$ cat config.mk
export PLATFORM = sky130hd
export DESIGN_NAME = conv2x2_sequencer
export DESIGN_NICKNAME = d
export VERILOG_FILES = /design/src/rtl/conv2x2_sequencer.sv
export SDC_FILE = /design/constraint.sdc
export NUM_CORES = 1
export LEC_CHECK = 0
export BUFFER_PORTS_ARGS = -buffer_cell sky130_fd_sc_hd__buf_4
export CORE_MARGIN = 3
export CORE_UTILIZATION = 45
export CTS_CLUSTER_DIAMETER = 50
export CTS_CLUSTER_SIZE = 24
export DETAILED_ROUTE_END_ITERATION = 6
export GPL_ROUTABILITY_DRIVEN = 0
export PLACE_DENSITY = 0.66
export SETUP_SLACK_MARGIN = 0.1
export SYNTH_ARGS = -nofsm -noshare
export SYNTH_HDL_FRONTEND = slang
export SYNTH_SLANG_ARGS = --single-unit
$ cat constraint.sdc
create_clock -name clk -period 6.1 [get_ports clk]
set_input_delay 0.61 -clock clk [delete_from_list [all_inputs] [get_ports clk]]
set_output_delay 0.61 -clock clk [all_outputs]
set_load 0.1 [all_outputs]
$ cat src/rtl/conv2x2_sequencer.sv
// conv2x2_sequencer: byte-command controller and shared-multiplier MAC engine
// for a 2x2 convolution tile. It loads input/weight windows, runs four taps
// through one multiplier, tracks the running maximum and returns each 18-bit
// value as two 9-bit beats on a valid/ready port.
module conv2x2_sequencer #(
    parameter int DATA_W = 8,
    parameter int TAPS   = 4,
    parameter int ACC_W  = 2 * DATA_W + 2
) (
    input  logic                clk,
    input  logic                rst_n,
    input  logic                in_valid,
    output logic                in_ready,
    input  logic [1:0]          in_cmd,
    input  logic [DATA_W-1:0]   in_data,
    input  logic                clear_max,
    output logic                out_valid,
    input  logic                out_ready,
    output logic [ACC_W/2:0]    out_data,
    output logic                busy
);

    localparam int HALF_W = ACC_W / 2;
    localparam int TAP_W  = (TAPS > 1) ? $clog2(TAPS) : 1;
    localparam int PROD_W = 2 * DATA_W;

    localparam logic [2:0] ST_IDLE   = 3'd0;
    localparam logic [2:0] ST_MAC    = 3'd1;
    localparam logic [2:0] ST_UPDATE = 3'd2;
    localparam logic [2:0] ST_OUT0   = 3'd3;
    localparam logic [2:0] ST_OUT1   = 3'd4;

    localparam logic [1:0] CMD_LOAD_IN  = 2'b00;
    localparam logic [1:0] CMD_LOAD_W   = 2'b01;
    localparam logic [1:0] CMD_COMPUTE  = 2'b10;
    localparam logic [1:0] CMD_EMIT_MAX = 2'b11;

    logic [2:0]                    state_q,     state_d;
    logic [TAP_W-1:0]              tap_q,       tap_d;
    logic [ACC_W-1:0]              acc_q,       acc_d;
    logic [ACC_W-1:0]              result_q,    result_d;
    logic [ACC_W-1:0]              max_q,       max_d;
    logic [TAPS-1:0][DATA_W-1:0]   in_win_q,    in_win_d;
    logic [TAPS-1:0][DATA_W-1:0]   w_win_q,     w_win_d;
    logic                          out_valid_q, out_valid_d;
    logic [HALF_W:0]               out_data_q,  out_data_d;
    logic [PROD_W-1:0]             prod;

    assign in_ready  = (state_q == ST_IDLE);
    assign busy      = (state_q != ST_IDLE);
    assign out_valid = out_valid_q;
    assign out_data  = out_data_q;

    // Next-state, window shift, MAC accumulate, max tracking and output beat staging.
    always_comb begin
        state_d     = state_q;
        tap_d       = tap_q;
        acc_d       = acc_q;
        result_d    = result_q;
        max_d       = max_q;
        in_win_d    = in_win_q;
        w_win_d     = w_win_q;
        out_valid_d = out_valid_q;
        out_data_d  = out_data_q;
        prod        = PROD_W'(in_win_q[tap_q]) * PROD_W'(w_win_q[tap_q]);

        case (state_q)
            ST_IDLE: begin
                if (in_valid) begin
                    case (in_cmd)
                        CMD_LOAD_IN: in_win_d = {in_data, in_win_q[TAPS-1:1]};
                        CMD_LOAD_W:  w_win_d  = {in_data, w_win_q[TAPS-1:1]};
                        CMD_COMPUTE: begin
                            acc_d   = '0;
                            tap_d   = '0;
                            state_d = ST_MAC;
                        end
                        CMD_EMIT_MAX: begin
                            result_d = max_q;
                            state_d  = ST_OUT0;
                        end
                        default: state_d = ST_IDLE;
                    endcase
                end
            end
            ST_MAC: begin
                acc_d = acc_q + ACC_W'(prod);
                tap_d = tap_q + TAP_W'(1);
                if (tap_q == TAP_W'(TAPS - 1)) begin
                    state_d = ST_UPDATE;
                end
            end
            ST_UPDATE: begin
                result_d = acc_q;
                if (acc_q > max_q) begin
                    max_d = acc_q;
                end
                state_d = ST_OUT0;
            end
            ST_OUT0: begin
                // First cycle in OUT0 loads the registered beat; handshakes follow.
                if (!out_valid_q) begin
                    out_valid_d = 1'b1;
                    out_data_d  = {1'b0, result_q[HALF_W-1:0]};
                end else if (out_ready) begin
                    out_data_d = {1'b1, result_q[ACC_W-1:HALF_W]};
                    state_d    = ST_OUT1;
                end
            end
            ST_OUT1: begin
                if (out_ready) begin
                    out_valid_d = 1'b0;
                    out_data_d  = '0;
                    state_d     = ST_IDLE;
                end
            end
            default: begin
                state_d     = ST_IDLE;
                out_valid_d = 1'b0;
                out_data_d  = '0;
            end
        endcase

        // A clear overrides any max update in the same cycle; an emit-max
        // accepted this cycle has already captured the old value into result.
        if (clear_max) begin
            max_d = '0;
        end
    end

    // State and datapath registers; reset aborts any compute or pending beat.
    always_ff @(posedge clk or negedge rst_n) begin
        if (!rst_n) begin
            state_q     <= ST_IDLE;
            tap_q       <= '0;
            acc_q       <= '0;
            result_q    <= '0;
            max_q       <= '0;
            in_win_q    <= '0;
            w_win_q     <= '0;
            out_valid_q <= 1'b0;
            out_data_q  <= '0;
        end else begin
            state_q     <= state_d;
            tap_q       <= tap_d;
            acc_q       <= acc_d;
            result_q    <= result_d;
            max_q       <= max_d;
            in_win_q    <= in_win_d;
            w_win_q     <= w_win_d;
            out_valid_q <= out_valid_d;
            out_data_q  <= out_data_d;
        end
    end

endmodule
==> results.tsv <==
metric	value	unit
async_flop_share	1.00	
grt_pass1_vias	5942	
cp-end-kind	flip-flop	
grt_max_degree	81	
syn_to_final_growth	10.7	%
numCtsBuffers	17	
path_buf_inv	2	
die_w	147	um
cellLeakagePower	4.78	nW
rsz0062_at_grt	no	
yosysWarnings	0	
synthAdderAreaFrac	0.195	
cts_tree	built	
synth_cell_types	52	
start_kind	flip-flop	
slew_viol_final	0	
power.density	554	mW/mm^2
synth_edf_count	0	
min_period_over_period	0.884	
path_clk_slew	0.06	ns
syn_inst	853	
synth_top_area_share	0.375	
cts-resized-gates	0	
viasPerCell	5.10	
synth_seq_cells	134	
synthTopCellsByCount	134 x dfrtp_1, 118 x inv_1, 88 x nand2_1	
io_pins	28	
arrival	5.67	ns
skew	0.0118	ns
core_area	0.0191	sq mm
port-buffer-count	27	
wirelength	16700	um
die_h	147	um
track_usage	0.167	
p_int	3.05	mW
cts_sinks	134	
post_cts.repair.setup_buffers	0	
vias	5826	
cp_data_required_time	6.38	ns
status	finished clean	
holdCritPathClass	in -> async	
htreeDepth	4	
rows	50	
syn_area	0.00893	sq mm
die_area	0.0216	sq mm
peakVddDrop	0.263	mV
netSwitchingFraction	0.444	
synth_top_family_by_area	adder cells	
power_frac_clock	0.178	
clock-root-buffer	clkbuf_16	
final_util	0.518	
whs	0.214	ns
setup_viol	0	
wl_per_cell	14.6	um
p_sw	2.44	mW
start_util	0.468	
holdBufCountCts	0	
overflow	0	
synth_xor_area_frac	0.00882	
pwr-share-seq	0.278	
syn_nets	977	
yosysMostFrequentCell	dfrtp_1	
nets	994	
drt_iter0_markers	246	
synthFlopType	dfrtp_1	
antenna_found_initial	0	
slowest_stage	dfrtp_1	
synth_area_leaders	dfrtp_1 38%, fa_1 11%, ha_1 8.3%	
path_class	reg -> reg	
synth-simple-area-share	0.111	
synth.area.mux_share	0.146	
cp_cell_sequence	mux4_2 -> and2_1 -> fa_1 -> fa_1 -> fa_1 -> inv_1 -> fa_1 -> inv_1 -> ha_1 -> a21oi_1 -> nand2_1 -> o21ai_0 -> o21ai_0 -> a31oi_1 -> xor2_1 -> o21ai_0	
synth.largest_area_cell	dfrtp_1	
dp_hpwl	12600	um
cap_violations	0	
drive_above_1_share	0.182	
ys_seq_area_frac	0.375	
setup_tns	0	ns
postSynthAreaPerCell	10.5	sq um
drt_first_pass_iters	5	
cp_max_fo	18	
grt_pass1_wl	29500	um
antenna_cells	0	
critPathMaxStageDelay	0.82	ns
p_comb_frac	0.545	
ant_nets	0	
hold_viol_final	0	
critPathTopFamily	adder cells	
finalCriticalPeriod	5.39	ns
crit_top_cell	fa_1	
ctsLongestPathBuffers	2	
clock_latency	0.42	ns
synth_compound_area_frac	0.0926	
slew_headroom	0.278	
fmax	185	MHz
drcViolationCount	0	
tightest_slew	1.08	ns
## worst paths after layout
kind                                   from     endpoint  slack (ns)  cells after the start
min in group clk                 in_data[1]  w_win_q[25]        0.43                      2
worst min-delay path                  rst_n    max_q[15]        0.21                      1
worst max register to register     tap_q[1]    acc_q[14]        0.71                     16
worst min register to register  out_data[9]  out_data[9]        0.47                      2
max in group asynchronous             rst_n    acc_q[17]        4.64                      2
worst max-delay path               tap_q[1]    acc_q[14]        0.71                     16
## sequential cells by signal, summed over array words and instances, names as in the netlist
name and cells:
in_win_q 32, out_data 10, state_q 3, acc_q 18
result_q 18, tap_q 2, out_valid 1, w_win_q 32
max_q 18
## routing by layer
| metal | up-vias | track usage | routed length [um] |
|---|---|---|---|
| li1 | 2867 | - | - |
| met1 | 2856 | 0.234 | 8170 |
| met2 | 80 | 0.265 | 7790 |
| met3 | 23 | 0.0370 | 518 |
| met4 | 0 | 0.0438 | 246 |
| met5 | - | 0 | 0 |
## power groups by stage
| stage | Combinational (mW) | Sequential, mW | Clock, mW |
|---|---|---|---|
| 3_5_place_dp | 3.02 | 1.53 | 0 |
| 5_1_grt | 3.48 | 1.58 | 1.04 |
| 2_1_floorplan | 2.42 | 1.49 | 0 |
| 3_3_place_gp | 2.96 | 1.52 | 0 |
| 4_1_cts | 3.03 | 1.52 | 0.994 |
| 6_report | 2.99 | 1.52 | 0.974 |
## layout by cell type (no fill, tap or decap), types with 10 or more instances in the layout
cell       Yosys  routed
o21ai_0       45      44
fa_1          50      50
mux2i_1       22      22
and2_1        36      36
buf_4          1      31
nor2_1        59      59
clkbuf_16      0      17
mux2_2        64      64
a21oi_1       42      41
mux4_2        16      16
ha_1          59      59
inv_1        118     118
dfrtp_1      134     134
a21o_1        10      10
nand2_1       88      88
## stage by stage
stage          instances  power [mW]  area, sq um  setup slack, ns
2_1_floorplan        853        3.91         8930            0.745
3_3_place_gp        1111        4.49         9330            0.798
4_1_cts             1143        5.55         9890            0.722
5_1_grt             1143        6.10         9890            0.267
3_5_place_dp        1111        4.55         9330            0.738
6_report            1143        5.49         9890            0.705
## layout make-up
type | instances | area [sq um]
repair buffers | 33 | 264
clock inverters | 14 | 126
flip-flops and latches | 134 | 3350
well taps | 260 | 325
fillers | 1706 | 9190
inverters | 119 | 447
clock buffers | 18 | 439
multi-input cells | 565 | 4940
## cell families after synthesis
| group | count (synthesis) |
|---|---|
| XOR/XNOR | 9 |
| buffers and inverters | 154 |
| AO/OA/AOI/OAI | 135 |
| flip-flops | 134 |
| multiplexers | 102 |
| AND/OR/NAND/NOR | 210 |
| adder cells (fa/ha/maj) | 109 |
Note: power is estimated with default switching activity, not from simulation.
